File: src/rtl/arith_pkg.sv
// Shared definitions for the bit-serial arithmetic blocks.
//   WIDTH_DEF : default operand/result width
//   CNT_W_DEF : bit-counter width for the default operand width
//   state_e   : serial-unit FSM encoding (the spare code 2'd3 recovers to IDLE)
package arith_pkg;

  localparam int WIDTH_DEF = 16;
  localparam int CNT_W_DEF = $clog2(WIDTH_DEF);

  typedef enum logic [1:0] {
    ST_IDLE    = 2'd0,
    ST_RUN     = 2'd1,
    ST_DONE    = 2'd2,
    ST_ILLEGAL = 2'd3
  } state_e;

endpackage

File: src/rtl/full_adder.sv
// Single-bit full adder cell, shared with the ripple-carry adder.
// Ports:
//   a, b, cin : addend bits and carry-in
//   sum, cout : sum bit and carry-out
module full_adder (
  input  logic a,
  input  logic b,
  input  logic cin,
  output logic sum,
  output logic cout
);

  assign sum  = a ^ b ^ cin;
  assign cout = (a & b) | (cin & (a ^ b));

endmodule

File: src/rtl/serial_sub16.sv
// Bit-serial two's-complement subtractor: diff = A - B - bin, LSB first,
// one bit per clock through a single full adder (A + ~B + ~bin).
// Ports:
//   clk   : system clock, rising edge
//   rst   : synchronous, active-high reset
//   start : request, sampled only while ready=1
//   A, B  : minuend / subtrahend, captured on accepted start
//   bin   : borrow-in, captured on accepted start
//   ready : 1 while idle and able to accept start
//   done  : one-cycle pulse when diff/bout hold a new result
//   diff  : (A - B - bin) mod 2^WIDTH, registered
//   bout  : borrow-out, 1 iff A < B + bin, registered
module serial_sub16
  import arith_pkg::*;
#(
  parameter int WIDTH = WIDTH_DEF
) (
  input  logic             clk,
  input  logic             rst,
  input  logic             start,
  input  logic [WIDTH-1:0] A,
  input  logic [WIDTH-1:0] B,
  input  logic             bin,
  output logic             ready,
  output logic             done,
  output logic [WIDTH-1:0] diff,
  output logic             bout
);

  localparam int CNT_W = $clog2(WIDTH);
  localparam logic [CNT_W-1:0] LAST_CNT = CNT_W'(WIDTH - 1);

  state_e           state_r;
  state_e           state_s;
  logic [CNT_W-1:0] cnt_r;
  logic [WIDTH-1:0] a_r;
  logic [WIDTH-1:0] b_r;
  // Only WIDTH-1 result bits are kept; the final bit comes straight from the adder.
  logic [WIDTH-2:0] acc_r;
  logic [WIDTH-1:0] acc_next_s;
  logic             carry_r;
  logic             fa_sum_s;
  logic             fa_cout_s;
  logic             last_bit_s;
  logic             ready_r;
  logic             done_r;
  logic [WIDTH-1:0] diff_r;
  logic             bout_r;

  full_adder u_fa (
    .a    (a_r[0]),
    .b    (~b_r[0]),
    .cin  (carry_r),
    .sum  (fa_sum_s),
    .cout (fa_cout_s)
  );

  assign acc_next_s = {fa_sum_s, acc_r};
  assign last_bit_s = (state_r == ST_RUN) && (cnt_r == LAST_CNT);

  // Next-state logic for the IDLE -> RUN -> DONE sequence.
  always_comb begin
    state_s = state_r;
    case (state_r)
      ST_IDLE: begin
        if (start) begin
          state_s = ST_RUN;
        end else begin
          state_s = ST_IDLE;
        end
      end
      ST_RUN: begin
        if (cnt_r == LAST_CNT) begin
          state_s = ST_DONE;
        end else begin
          state_s = ST_RUN;
        end
      end
      ST_DONE:    state_s = ST_IDLE;
      ST_ILLEGAL: state_s = ST_IDLE;
      default:    state_s = ST_IDLE;
    endcase
  end

  // FSM state register.
  always_ff @(posedge clk) begin
    if (rst) begin
      state_r <= ST_IDLE;
    end else begin
      state_r <= state_s;
    end
  end

  // Operand capture and per-bit shifting of operands, carry and partial result.
  always_ff @(posedge clk) begin
    if (rst) begin
      cnt_r   <= '0;
      a_r     <= '0;
      b_r     <= '0;
      acc_r   <= '0;
      carry_r <= 1'b0;
    end else begin
      case (state_r)
        ST_IDLE: begin
          if (start) begin
            a_r     <= A;
            b_r     <= B;
            carry_r <= ~bin;
            cnt_r   <= '0;
            acc_r   <= '0;
          end
        end
        ST_RUN: begin
          a_r     <= {1'b0, a_r[WIDTH-1:1]};
          b_r     <= {1'b0, b_r[WIDTH-1:1]};
          acc_r   <= acc_next_s[WIDTH-1:1];
          carry_r <= fa_cout_s;
          // Explicit wrap keeps non-power-of-two widths correct.
          if (cnt_r == LAST_CNT) begin
            cnt_r <= '0;
          end else begin
            cnt_r <= cnt_r + CNT_W'(1);
          end
        end
        default: begin
          cnt_r <= cnt_r;
        end
      endcase
    end
  end

  // Registered handshake and result outputs; results change only on completion.
  always_ff @(posedge clk) begin
    if (rst) begin
      ready_r <= 1'b1;
      done_r  <= 1'b0;
      diff_r  <= '0;
      bout_r  <= 1'b0;
    end else begin
      ready_r <= (state_s == ST_IDLE);
      done_r  <= (state_s == ST_DONE);
      if (last_bit_s) begin
        diff_r <= acc_next_s;
        bout_r <= ~fa_cout_s;
      end
    end
  end

  assign ready = ready_r;
  assign done  = done_r;
  assign diff  = diff_r;
  assign bout  = bout_r;

endmodule

File: config.mk
export PLATFORM = sky130hd
export DESIGN_NAME = serial_sub16
export DESIGN_NICKNAME = d
export VERILOG_FILES = /design/src/rtl/arith_pkg.sv /design/src/rtl/full_adder.sv /design/src/rtl/serial_sub16.sv
export SDC_FILE = /design/constraint.sdc
export NUM_CORES = 1
export LEC_CHECK = 0
export CAP_MARGIN = 20
export CELL_PAD_IN_SITES_DETAIL_PLACEMENT = 0
export CELL_PAD_IN_SITES_GLOBAL_PLACEMENT = 2
export CORE_UTILIZATION = 25
export CTS_BUF_LIST = sky130_fd_sc_hd__clkbuf_2
export DETAILED_ROUTE_END_ITERATION = 8
export PLACE_DENSITY = 0.71
export SYNTH_ARGS = -nofsm -noshare
export SYNTH_HDL_FRONTEND = slang
export SYNTH_HIERARCHICAL = 1
export SYNTH_SLANG_ARGS = --single-unit
File: constraint.sdc
create_clock -name clk -period 4.15 [get_ports clk]
set_input_delay 0.6225 -clock clk [delete_from_list [all_inputs] [get_ports clk]]
set_output_delay 0.6225 -clock clk [all_outputs]
set_load 0.005 [all_outputs]
### Yosys cells after proc, flatten, opt, wreduce, memory -nomap -nowiden

Index checks and enable logic that the tools add are counted.

* flip-flop bits (word level): 73
* bits in latches: 0
* bits in writable memories: 0
* ROM bits: 0
* input port bits: 36
* output and inout port bits: 19
* word-level logic and storage cells: 45
* memories kept: 0

* add/subtract/negate cells: 1
* $mul: 0
* div/mod/pow operators: 0
* order comparisons: 0
* equal/unequal tests: 6
* shifts and indexed selects: 0
* mux-type cells: 14
* bitwise operators: 8
* reduce and logical (&&, ||, !) cells: 6

Operator list (number)
* $pmux W16 S2: 2
* $mux W16: 2
* $pmux W15 S2: 1
* $mux W15: 1
* $mux W4: 2
* $pmux W4 S2: 1
* $eq A2 B2 Y1 const B: 3
* $pmux W2 S3: 1
* $add A4 B1 Y4 const B: 1
* $eq A4 B4 Y1 const B: 1
* $logic_not A2 Y1: 2
* $not A1 Y1: 3
* $and A1 B1 Y1: 2
* $eq A2 B1 Y1 const B: 1
* $mux W1: 2
* $mux W2: 1
* $ne A2 B2 Y1 const B: 1
* $pmux W1 S2: 1
* $reduce_and A2 Y1: 1
* $reduce_bool A2 Y1: 1
* $reduce_or A2 Y1: 1
* $xor A1 B1 Y1: 2
* $logic_and A1 B1 Y1: 1
* $or A1 B1 Y1: 1

### Logic depth before layout (Yosys ltp)

Gate-level depths: netlist of run 1.

* depth in word-level cells: 5
* gate-level depth with buffers: 6
* mapped depth without buffers: 5

### Modules after synthesis

Netlist of run 1, hierarchy kept.

By module, submodules not included
* serial_sub16: instances 1, cells each 338, area an instance 3135.5 sq um, sequential area each 1461.4 sq um
* full_adder: instances 1, cells each 1, area an instance 20.0 sq um, sequential area each 0.0 sq um

### Worst setup path after synthesis of run 1

OpenSTA, ideal clock, no wires.

* kind: input to register
* start: input port start
* end: register a_r[4]
* library setup time: 0.134 ns
* data arrival time: 1.299 ns
* required time: 4.016 ns
* path slack: 2.717 ns
* stages on the path: 4
* buffers on the path: 1
* cell sequence: buf_2 -> or3b_1 -> a21oi_1 -> nor3_2

* cells in the longest elaborated chain, start to end: 2

Ends and longest elaborated chain
* from (decl): RTL line serial_sub16.sv:20 `input logic start,`
* $ne A2 B2 Y1 (no line)
* $reduce_and A2 Y1 (no line)
* to (signal assigned): RTL line serial_sub16.sv:114 `a_r <= {1'b0, a_r[WIDTH-1:1]};`
* to (decl): RTL line serial_sub16.sv:36 `logic [WIDTH-1:0] a_r;`

Every way passes these cells.
A chain may end at the register's enable or synchronous reset.

### Final worst setup path of run 1

* start: register bout_r (netlist: bout)
* end: output port bout

RTL lines
* from (decl): RTL line serial_sub16.sv:48 `logic bout_r;`
* from (signal assigned): RTL line serial_sub16.sv:144 `bout_r <= ~fa_cout_s;`
* to (decl): RTL line serial_sub16.sv:27 `output logic bout`

No word-level cell between the ends.

==> results of run 1 <==
==> state kept, by name (all words and copies together) (netlist names), 2 cells and up <==
name     cells
a_r         16
b_r         16
diff        16
state_r      2
cnt_r        4
acc_r       15
==> metrics by stage <==
step / cells / hold slack (ns)
floorplan: 339 / 0.444
global placement: 537 / 0.460
detailed placement: 537 / 0.457
CTS: 553 / 0.304
global route: 553 / 0.286
finish: 553 / 0.379
==> logic make-up after synthesis <==
| logic type | share of synthesized area |
|---|---|
| AO/OA/AOI/OAI | 0.160 |
| adder cells (fa/ha/maj) | 0.0103 |
| buffers and inverters | 0.0551 |
| flip-flops | 0.463 |
| AND/OR/NAND/NOR | 0.312 |
==> worst min path at each step <==
stage                       to  slack (ns)  depth (start not counted)
finish              state_r[1]        0.38                          2
CTS                 state_r[1]        0.30                          2
detailed placement    diff[10]        0.46                          1
floorplan              diff[0]        0.44                          2
global route        state_r[1]        0.29                          2
global placement      diff[13]        0.46                          1
==> metal layers <==
metal  up-vias  GRT usage
met3         7     0.0445
li1       1271          -
met4         0     0.0312
met1      1107      0.171
met5         -          0
met2        49      0.180
==> cell usage after synthesis (3+ instances only) <==
| cell type | n |
|---|---|
| buf_2 | 10 |
| a22oi_1 | 18 |
| nor3_1 | 17 |
| nor2b_1 | 3 |
| a22o_1 | 16 |
| a21oi_1 | 34 |
| clkbuf_1 | 5 |
| buf_4 | 8 |
| or3b_1 | 30 |
| nand2b_1 | 32 |
| nor3_2 | 14 |
| dfxtp_1 | 73 |
| nor2_1 | 49 |
| nand3_1 | 3 |
| buf_1 | 4 |
==> power by group through the flow <==
stage          Sequential [µW]  Combinational, µW  Clock [µW]
2_1_floorplan              760                130           0
3_3_place_gp               769                181           0
3_5_place_dp               769                183           0
4_1_cts                    755                184         482
5_1_grt                    760                202         514
6_report                   754                180         455
==> cell type report <==
| cell class | count | area share |
|---|---|---|
| multi-input combinational | 235 | 0.389 |
| sequential | 73 | 0.374 |
| timing repair buffer | 59 | 0.147 |
| tap | 168 | 0.0538 |
| clock inverter | 6 | 0.0211 |
| clock buffer | 10 | 0.0128 |
| inverter | 2 | 0.00192 |
==> flow_summary_export.csv, run 1 <==
group,metric,value,unit
run_status,status,"completed",
placement,dp_slack,1.55,ns
pwr,p_sw_frac,0.263,
sta,worst_slew_pin_slew,0.923,ns
routing,met3WireLength,334,µm
sta,hold_viol,0,
worst_setup_path,ff2ff_setup_slack,2.27,ns
sta,fin_setup_tns,0,ns
pwr,p_total,1390,µW
pwr,p_leak,0.00143,µW
floorplanning,dieWidth,114,µm
finish,final_cell_mix,"72 x dfxtp_1, 53 x clkdlybuf4s50_1, 49 x nor2_1, 34 x a21oi_1, 32 x nand2b_1",
floorplanning,rows,40,
clock_tree,htree_levels,3,
worst_setup_path,critPathSlowestCell,"clkdlybuf4s50_1",
synth,yosys_warnings,6,
sta,rsz0062_at_grt,"false",
synth,yosysTopAreaCellShare,0.463,
floorplanning,initial_core_util,0.259,
flow_run,drv_cap,0,
finish,area_growth_syn_to_layout,23.8,%
worst_setup_path,cp_top_family,"buffers and inverters",
finish,drive_gt1_frac,0.106,
clock_tree,numCtsBuffers,9,
pwr,comb_power_share,0.130,
clock_tree,cts_setup_buffers,0,
routing,wl_met2,3160,µm
sta,setup_viol,0,
clock_tree,cts_hold_buf,0,
placement,gp_congestion,0.686,
pwr,p_per_area,356,mW/mm²
floorplanning,fp.dieArea,0.0131,mm²
synth,synthArstFlopShare,0,
clock_tree,cts_tree,"yes",
worst_setup_path,ff2ff_path_depth,4,
grt,antenna_found_initial,0,
grt,grt_max_degree,57,
finish,n_antenna_cell,0,
worst_setup_path,crit_required,3.53,ns
routing,drc,0,
synth,synth_area_per_cell,9.31,µm²
grt,grt_overflow,0,
worst_setup_path,max_stage_delay,0.51,ns
pwr,switchingPower,365,µW
finish,layout.nets,418,
worst_setup_path,crit_path_end,"bout",
worst_setup_path,r2r-start,"state_r[0]",
floorplanning,ios,55,
routing,first_iter_violations,168,
synth,synthFlopType,"dfxtp_1",
finish,stdcell_area,0.00391,mm²
worst_setup_path,start_kind,"flop",
clock_tree,clk_latency,0.52,ns
worst_setup_path,cp.depth,1,
clock_tree,clock-root-buffer,"clkbuf_2",
worst_setup_path,cp-end-kind,"output pin",
routing,routed_via_density,4.40,
synth,synth_edf_count,0,
synth,netlist_instances,339,
clock_tree,clock-sinks,73,
worst_setup_path,r2r-end,"diff[5]",
pwr,ir_worst_vdd,0.164,mV
finish,layout_commonest_cell,"dfxtp_1",
finish,regArea,0.00146,mm²
synth,synth-seq-cells,73,
synth,yosys.area.top_type,"dfxtp_1",
sta,slew_viol_final,0,
floorplanning,die_h,114,µm
synth,synth.net_count,377,
pwr,seqPwrFrac,0.543,
floorplanning,coreArea,0.0122,mm²
sta,finClkSkew,0.0138,ns
grt,grt_pass1_wl,12300,µm
synth,yosysSeqAreaShare,0.463,
routing,wl_met1,3890,µm
min_path,min_path_type,"in2reg",
pwr,p_clk_frac,0.328,
worst_setup_path,critical_path_arrival,1.43,ns
routing,wl,7450,µm
pwr,internal_power,1020,µW
worst_setup_path,crit_buf_inv,1,
routing,top_layer_used,"met4",
min_path,hold_start,"rst",
finish,n_fill_cell,1305,
placement,io_buffers,54,
sta,slew_headroom,0.384,
worst_setup_path,critPathKind,"reg2out",
worst_setup_path,crit_fanout,2,
sta,fin_crit,2.05,ns
grt,grtUsageTotal,0.123,
clock_tree,cts.clk_slew.worst_paths,0.20,ns
placement,hpwlAfterDp,4450,µm
worst_setup_path,crit_chain,"clkdlybuf4s50_1",
synth,ys_types,34,
clock_tree,cts_resized,0,
grt,grt_pass1_vias,2342,
routing,drt_first_pass_iters,4,
synth,syn_area,0.00316,mm²
clock_tree,clockBufferDepth,2,
worst_setup_path,crit_path_start,"bout",
synth,ys_top_cells_by_area,"dfxtp_1 46%, or3b_1 8.3%, nand2b_1 6.3%",
sta,fin_crit_sh,0.495,
sta,max_freq,487,MHz
sta,worst_slack,2.10,ns
routing,wl_per_cell,13.5,µm
placement,place_area,0.00377,mm²
routing,num_vias,2434,
routing,ant_nets,0,
finish,multi_input_area,0.00152,mm²
finish,fin_util,0.321,
Note: power is estimated with default switching activity, not from simulation.
==> run 2, diff against run 1 <==
Clock period 4.15 ns to 1.9 ns, I/O delays scaled along.
==> flow_summary_export.csv, run 2 (same netlist as run 1, synthesis figures left out) <==
group,metric,value,unit
sta,fin_crit_sh,0.898,
floorplanning,initial_core_util,0.259,
worst_setup_path,max_stage_delay,0.51,ns
worst_setup_path,crit_fanout,2,
pwr,ir_worst_vdd,0.347,mV
pwr,comb_power_share,0.135,
clock_tree,clock-root-buffer,"clkbuf_2",
finish,n_antenna_cell,0,
placement,io_buffers,54,
floorplanning,die_h,114,µm
pwr,switchingPower,833,µW
sta,fin_crit,1.71,ns
routing,routed_via_density,4.50,
worst_setup_path,cp.depth,1,
routing,ant_nets,0,
sta,fin_setup_tns,0,ns
worst_setup_path,r2r-start,"cnt_r[0]",
clock_tree,cts.clk_slew.worst_paths,0.23,ns
grt,grt_pass1_vias,2506,
min_path,hold-path-endpoint,"b_r[15]",
grt,grtUsageTotal,0.122,
worst_setup_path,crit_buf_inv,1,
finish,area_growth_syn_to_layout,27.2,%
pwr,p_leak,0.00148,µW
grt,antenna_found_initial,0,
min_path,min_path_type,"in2reg",
placement,gp_congestion,0.703,
grt,grt_pass1_wl,12500,µm
pwr,p_total,3090,µW
worst_setup_path,cp_top_family,"buffers and inverters",
routing,drc,0,
worst_setup_path,r2r-end,"diff[11]",
sta,slew_viol_final,0,
clock_tree,cts_tree,"yes",
clock_tree,cts_setup_buffers,0,
sta,whs,0.394,ns
routing,drt_first_pass_iters,4,
sta,finClkSkew,0.0229,ns
worst_setup_path,ff2ff_path_depth,4,
grt,grt_overflow,0,
clock_tree,clk_latency,0.51,ns
clock_tree,htree_levels,3,
placement,hpwlAfterDp,4600,µm
finish,final_cell_mix,"72 x dfxtp_1, 53 x clkdlybuf4s50_1, 49 x nor2_1, 34 x a21oi_1, 32 x nand2b_1",
floorplanning,fp.dieArea,0.0131,mm²
routing,first_iter_violations,159,
pwr,p_per_area,770,mW/mm²
floorplanning,dieWidth,114,µm
floorplanning,coreArea,0.0122,mm²
clock_tree,clock-sinks,73,
min_path,hold_depth,3,
worst_setup_path,crit_chain,"clkdlybuf4s50_1",
min_path,hold_start,"B[15]",
grt,grt_max_degree,55,
run_status,status,"completed",
routing,wl,7460,µm
finish,drive_gt1_frac,0.124,
finish,fin_util,0.330,
clock_tree,numCtsBuffers,9,
clock_tree,clockBufferDepth,2,
floorplanning,ios,55,
worst_setup_path,ff2ff_setup_slack,0.32,ns
finish,stdcell_count,562,
worst_setup_path,start_kind,"flop",
worst_setup_path,critical_path_arrival,1.42,ns
sta,slew_headroom,0.689,
placement,dp_cells,545,
sta,setup_viol,0,
worst_setup_path,crit_required,1.62,ns
sta,rsz0062_at_grt,"false",
flow_run,drv_cap,0,
routing,wl_per_cell,13.3,µm
pwr,internal_power,2260,µW
finish,layout.nets,427,
worst_setup_path,critPathSlowestCell,"clkdlybuf4s50_1",
worst_setup_path,critPathKind,"reg2out",
worst_setup_path,cp-end-kind,"output pin",
sta,hold_viol,0,
sta,worst_slew_pin_slew,0.466,ns
floorplanning,rows,40,
sta,max_freq,586,MHz
finish,layout_commonest_cell,"dfxtp_1",
pwr,seqPwrFrac,0.531,
routing,num_vias,2528,
pwr,p_sw_frac,0.270,
pwr,p_clk_frac,0.334,
run 2: worst max-delay path by stage:
stage,endpoint,slack (ns),start
finish,diff[14],0.19,diff[14]
global route,diff[15],0.05,diff[15]
CTS,diff[7],0.07,cnt_r[0]
detailed placement,diff[13],0.17,cnt_r[0]
global placement,a_r[4],0.17,start
floorplan,diff[10],0.54,cnt_r[0]
run 2: repair_timing:
item / 4_1_cts / 5_1_grt
setup endpoints to repair: 0 / 1
hold buffers: 1 / 0
hold endpoints to repair: 1 / 0
gates resized for setup: 0 / 1
run 2: power by group through the flow:
stage | sequential [µW] | clock [µW] | combinational [µW]
2_1_floorplan | 1660 | 0 | 284
3_3_place_gp | 1670 | 0 | 417
3_5_place_dp | 1670 | 0 | 421
4_1_cts | 1640 | 1080 | 425
5_1_grt | 1660 | 1170 | 465
6_report | 1640 | 1030 | 417
run 2: final cells by class:
| class | count | area, µm² |
|---|---|---|
| inverters | 2 | 7.51 |
| well taps | 168 | 210 |
| fillers | 1289 | 8150 |
| flip-flops and latches | 73 | 1460 |
| multi-input cells | 235 | 1530 |
| repair buffers | 68 | 668 |
| clock buffers | 9 | 45.0 |
| clock inverters | 7 | 93.8 |
run 2: metal layers:
layer / track usage / wire length [µm] / up-vias / part of all wire
li1: - / - / 1299 / -
met5: 0 / 0 / - / 0
met4: 0.0312 / 56 / 0 / 0.0075
met1: 0.164 / 3750 / 1176 / 0.50
met2: 0.183 / 3200 / 48 / 0.43
met3: 0.0476 / 453 / 5 / 0.061
run 2: metrics by stage:
step           instance area (µm²)  setup WS [ns]
2_1_floorplan                 3160          0.545
3_3_place_gp                  3860          0.175
3_5_place_dp                  3860          0.166
4_1_cts                       4010         0.0707
5_1_grt                       4020         0.0533
6_report                      4020          0.194
